### src/rtl/uart_rx.sv
// 8N1 UART receiver with a show-ahead receive FIFO.
// Frames are sampled mid-bit from a synchronized copy of the serial line.
module uart_rx #(
  parameter int UART_CLOCK_HZ = 20_000_000,
  parameter int UART_BAUD     = 115200,
  parameter int FIFO_DEPTH    = 4
) (
  input  logic       clk,
  input  logic       reset,
  input  logic       uart_rx_pin,
  output logic [7:0] rx_data,
  output logic       rx_valid,
  input  logic       rx_ready,
  output logic       frame_error,
  output logic       overrun
);

  localparam int CLKS_PER_BIT = UART_CLOCK_HZ / UART_BAUD;
  localparam int HALF_BIT     = CLKS_PER_BIT / 2;
  localparam int CW = (CLKS_PER_BIT > 1) ? $clog2(CLKS_PER_BIT) : 1;
  localparam int AW = $clog2(FIFO_DEPTH);

  localparam logic [CW-1:0] CNT_BIT  = CW'(CLKS_PER_BIT - 1);
  localparam logic [CW-1:0] CNT_HALF = CW'(HALF_BIT - 1);
  localparam logic [AW:0]   CNT_FULL = (AW+1)'(FIFO_DEPTH);

  typedef enum logic [2:0] {
    IDLE,
    START,
    DATA,
    STOP,
    WAIT_HIGH
  } state_t;

  state_t         state;
  logic [CW-1:0]  cnt;
  logic [2:0]     idx;
  logic [7:0]     sh;
  logic           s1;
  logic           s2;
  logic           rxs;

  logic [7:0]     mem [FIFO_DEPTH];
  logic [AW-1:0]  wp;
  logic [AW-1:0]  rp;
  logic [AW:0]    count;

  logic           stop_hit;
  logic           push_req;
  logic           pop;
  logic           full;
  logic           push_ok;

  assign rxs      = s2;
  assign stop_hit = (state == STOP) && (cnt == CNT_BIT);
  assign push_req = stop_hit && rxs;
  assign rx_valid = (count != '0);
  assign rx_data  = mem[rp];
  assign pop      = rx_valid && rx_ready;
  assign full     = (count == CNT_FULL);
  assign push_ok  = push_req && (!full || pop);

  // Two-flop synchronizer; idles high so reset never looks like a start bit.
  always_ff @(posedge clk or posedge reset) begin
    if (reset) begin
      s1 <= 1'b1;
      s2 <= 1'b1;
    end else begin
      s1 <= uart_rx_pin;
      s2 <= s1;
    end
  end

  // Frame state machine with registered error pulses.
  always_ff @(posedge clk or posedge reset) begin
    if (reset) begin
      state       <= IDLE;
      cnt         <= '0;
      idx         <= '0;
      sh          <= '0;
      frame_error <= 1'b0;
      overrun     <= 1'b0;
    end else begin
      frame_error <= 1'b0;
      overrun     <= 1'b0;
      case (state)
        IDLE: begin
          if (!rxs) begin
            cnt   <= '0;
            state <= START;
          end
        end
        START: begin
          if (cnt == CNT_HALF) begin
            if (!rxs) begin
              cnt   <= '0;
              idx   <= '0;
              state <= DATA;
            end else begin
              state <= IDLE;
            end
          end else begin
            cnt <= cnt + CW'(1);
          end
        end
        DATA: begin
          if (cnt == CNT_BIT) begin
            cnt <= '0;
            sh  <= {rxs, sh[7:1]};
            idx <= idx + 3'd1;
            if (idx == 3'd7) begin
              state <= STOP;
            end
          end else begin
            cnt <= cnt + CW'(1);
          end
        end
        STOP: begin
          if (cnt == CNT_BIT) begin
            cnt <= '0;
            if (rxs) begin
              overrun <= full && !pop;
              state   <= IDLE;
            end else begin
              frame_error <= 1'b1;
              state       <= WAIT_HIGH;
            end
          end else begin
            cnt <= cnt + CW'(1);
          end
        end
        WAIT_HIGH: begin
          if (rxs) begin
            state <= IDLE;
          end
        end
        default: begin
          state <= IDLE;
        end
      endcase
    end
  end

  // Receive FIFO: write on accepted push, advance head on pop.
  always_ff @(posedge clk or posedge reset) begin
    if (reset) begin
      wp    <= '0;
      rp    <= '0;
      count <= '0;
      for (int i = 0; i < FIFO_DEPTH; i++) begin
        mem[i] <= '0;
      end
    end else begin
      if (push_ok) begin
        mem[wp] <= sh;
        wp      <= wp + AW'(1);
      end
      if (pop) begin
        rp <= rp + AW'(1);
      end
      case ({push_ok, pop})
        2'b10:   count <= count + (AW+1)'(1);
        2'b01:   count <= count - (AW+1)'(1);
        default: count <= count;
      endcase
    end
  end

endmodule

### config.mk
export PLATFORM = sky130hd
export DESIGN_NAME = uart_rx
export DESIGN_NICKNAME = d
export VERILOG_FILES = /design/src/rtl/uart_rx.sv
export SDC_FILE = /design/constraint.sdc
export NUM_CORES = 1
export LEC_CHECK = 0
export ABC_AREA = 1
export CORE_ASPECT_RATIO = 0.5
export CORE_UTILIZATION = 60
export DETAILED_ROUTE_END_ITERATION = 7
export GPL_TIMING_DRIVEN = 0
export PLACE_DENSITY = 0.79
export SLEW_MARGIN = 5
export SYNTH_ARGS = -nofsm -noshare
export SYNTH_HDL_FRONTEND = slang
export SYNTH_SLANG_ARGS = --single-unit
### constraint.sdc
create_clock -name clk -period 2.5 [get_ports clk]
set_input_delay 0.375 -clock clk [delete_from_list [all_inputs] [get_ports clk]]
set_output_delay 0.375 -clock clk [all_outputs]
set_load 0.02 [all_outputs]
==> flow_summary.ini <==
[setup_path]
path_max_fanout = 10
end_kind = flop
r2r_end = count[2]$_DFFE_PP0P_
startpoint = cnt[0]$_DFFE_PP0P_
ff2ff_path_depth = 14
worstReg2RegStart = cnt[0]$_DFFE_PP0P_
endpoint = count[2]$_DFFE_PP0P_
required_ns = 2.74
worst_setup_path_start_kind = flop
arrival_ns = 2.62
rrSetupSlack_ns = 0.12
critPathKind = flop to flop

[synthesis]
synthArstFlopShare = 1.00
synth.distinct_cells = 28
synth_nets = 406
synth_enable_flop_cells = 0
synth_seq_area_share = 0.495
synth-seq-cells = 65
netlist_instances = 391
synth_area_per_cell_sq_um = 8.42
yosys_warnings = 0
ys.flop_type = dfrtp_1
synth_area_sq_um = 3290

[global_routing]
grt_overflow = 0
antenna_found_initial = 0
grt_max_degree = 44
grt_usage = 0.295
grt_pass1_wl_microns = 12500
grt_pass1_vias = 2698

[clocking]
numCtsBuffers = 9
cts_tree = yes
clockBufferDepth = 2
hold_buffers = 0
h-tree-depth = 3
insertion_delay_ns = 0.35
cts-root-buf = clkbuf_8
path_clk_slew_ns = 0.08
clock_sinks = 65

[place]
gp_congestion = 0.850
port_buffers = 14
dpl.cell_count = 476
dp_hpwl_microns = 5290

[power]
power_leakage_nw = 1.96
p_per_area_nw_per_um2 = 780
vdd_drop_max_mv = 0.509

[timing]
min_period_over_period = 0.953
finalCriticalPeriod_ns = 2.38
worstMarginPinSlew_ns = 0.536
hold_viol = 0
max_freq_mhz = 420
skew_ns = 0.0111
maxSlewHeadroom = 0.642
setup_viol = 0
drv_slew = 0

[routing]
dr.max_layer_used = met4
drt_first_pass_iters = 5
wirelength_microns = 7650
drt_iter0_markers = 294
wl_met2_microns = 3550
wire_per_inst_microns = 15.5
drt-met1-wl_microns = 3100
vias = 2876
drtAntennaViolNets = 0
wl_met3_microns = 827
drc_errors = 0
via_per_inst = 5.85

[final_layout]
drive_above_1_share = 0.102
mostFrequentLayoutCells = nand2_1, dfrtp_1, nand4_1
nets = 432
post-route-util = 0.738
fin_cells = 492
layout_commonest_cell = nand2_1
n_antenna_cell = 0
area_delta_synth_final_pct = 14.2

[job]
max_cap_viol_count = 0

[floorplanning]
rows = 18
die_w_microns = 107
die_h_microns = 54.4
pin_count = 15
dieArea_sq_um = 5800
start_util = 0.647
core_sq_um = 5090

[hold_path]
hp-class = flop to flop

[outcome]
outcome = finished, final reports clean
==> stage by stage <==
step	cell area, sq um	hold slack, ns	setup WS, ns	TNS (ns)	power (mW)
CTS	3740	0.359	0.000708	0	2.92
global route	3760	0.365	-0.00417	-0.00417	3.06
detailed placement	3540	0.349	-0.167	-0.169	2.02
global placement	3520	0.346	-0.525	-32.96	1.98
floorplan	3290	0.345	0.313	0	1.68
finish	3760	0.358	0.118	0	2.93
==> what timing repair did <==
item,CTS,global route
pin swaps,0,1
gates resized for setup,11,4
setup buffers,0,1
endpoints found under the setup margin,8,2
==> critical path, stage by stage, from the launching register on <==
cell     delay (ns)
dfrtp_1        0.39
inv_1          0.08
ha_1           0.20
nand2_1        0.06
nor2_1         0.04
nand2_2        0.11
nor2_4         0.07
buf_12         0.15
nand2_2        0.11
ha_1           0.16
inv_1          0.07
fa_1           0.39
a21oi_1        0.17
o21ai_1        0.09
xor2_1         0.15
==> how the worst min path moves through the flow <==
| stage | startpoint | end | slack (ns) | cells past startpoint |
|---|---|---|---|---|
| 6_report | s1$_DFF_PP1_ | rxs$_DFF_PP1_ | 0.36 | 0 |
| 5_1_grt | s1$_DFF_PP1_ | rxs$_DFF_PP1_ | 0.37 | 0 |
| 4_1_cts | s1$_DFF_PP1_ | rxs$_DFF_PP1_ | 0.36 | 0 |
| 3_5_place_dp | s1$_DFF_PP1_ | rxs$_DFF_PP1_ | 0.35 | 0 |
| 3_3_place_gp | s1$_DFF_PP1_ | rxs$_DFF_PP1_ | 0.35 | 0 |
| 2_1_floorplan | s1$_DFF_PP1_ | rxs$_DFF_PP1_ | 0.35 | 0 |
==> flip-flops by register name, indices dropped and copies added, names as in the netlist <==
register / count
wp: 2
mem: 32
state: 3
cnt: 8
sh: 8
rp: 2
s1: 1
overrun: 1
frame_error: 1
count: 3
idx: 3
rxs: 1
==> cells by family after synthesis <==
group,after synthesis,share of synthesized area
flops,65,0.495
compound gates,41,0.0665
xor+xnor,6,0.0160
buf+inv,42,0.0703
simple gates,226,0.308
fa+ha+maj,11,0.0441
==> routing by layer <==
| layer | vias to the layer above | GRT usage |
|---|---|---|
| met5 | - | 0 |
| met1 | 1350 | 0.369 |
| met4 | 0 | 0.121 |
| li1 | 1355 | - |
| met3 | 20 | 0.0869 |
| met2 | 151 | 0.499 |
==> cells in the mapped netlist (4+ instances only) <==
cell type | count | area, sq um
nand3_1 | 25 | 125
o21ai_0 | 30 | 150
nand2_1 | 132 | 495
buf_2 | 4 | 20.0
o22ai_1 | 8 | 50.1
nor2_1 | 27 | 101
clkbuf_1 | 5 | 18.8
ha_1 | 10 | 125
dfrtp_1 | 63 | 1580
xor2_1 | 4 | 35.0
buf_12 | 4 | 80.1
inv_1 | 24 | 90.1
nand4_1 | 33 | 206
==> cell type report <==
type / instances / area, sq um
inverter: 26 / 97.6
timing repair buffer: 16 / 158
fill: 381 / 1330
buffer: 15 / 135
clock inverter: 6 / 82.6
multi-input combinational: 284 / 1440
clock buffer: 10 / 128
tap: 70 / 87.6
sequential: 65 / 1630
==> power by group <==
| group | switching (mW) | total (mW) | internal (mW) |
|---|---|---|---|
| combinational | 0.510 | 0.790 | 0.280 |
| clock | 0.414 | 0.970 | 0.556 |
| sequential | 0.0713 | 1.17 | 1.10 |
(Power assumes the default switching activity.)
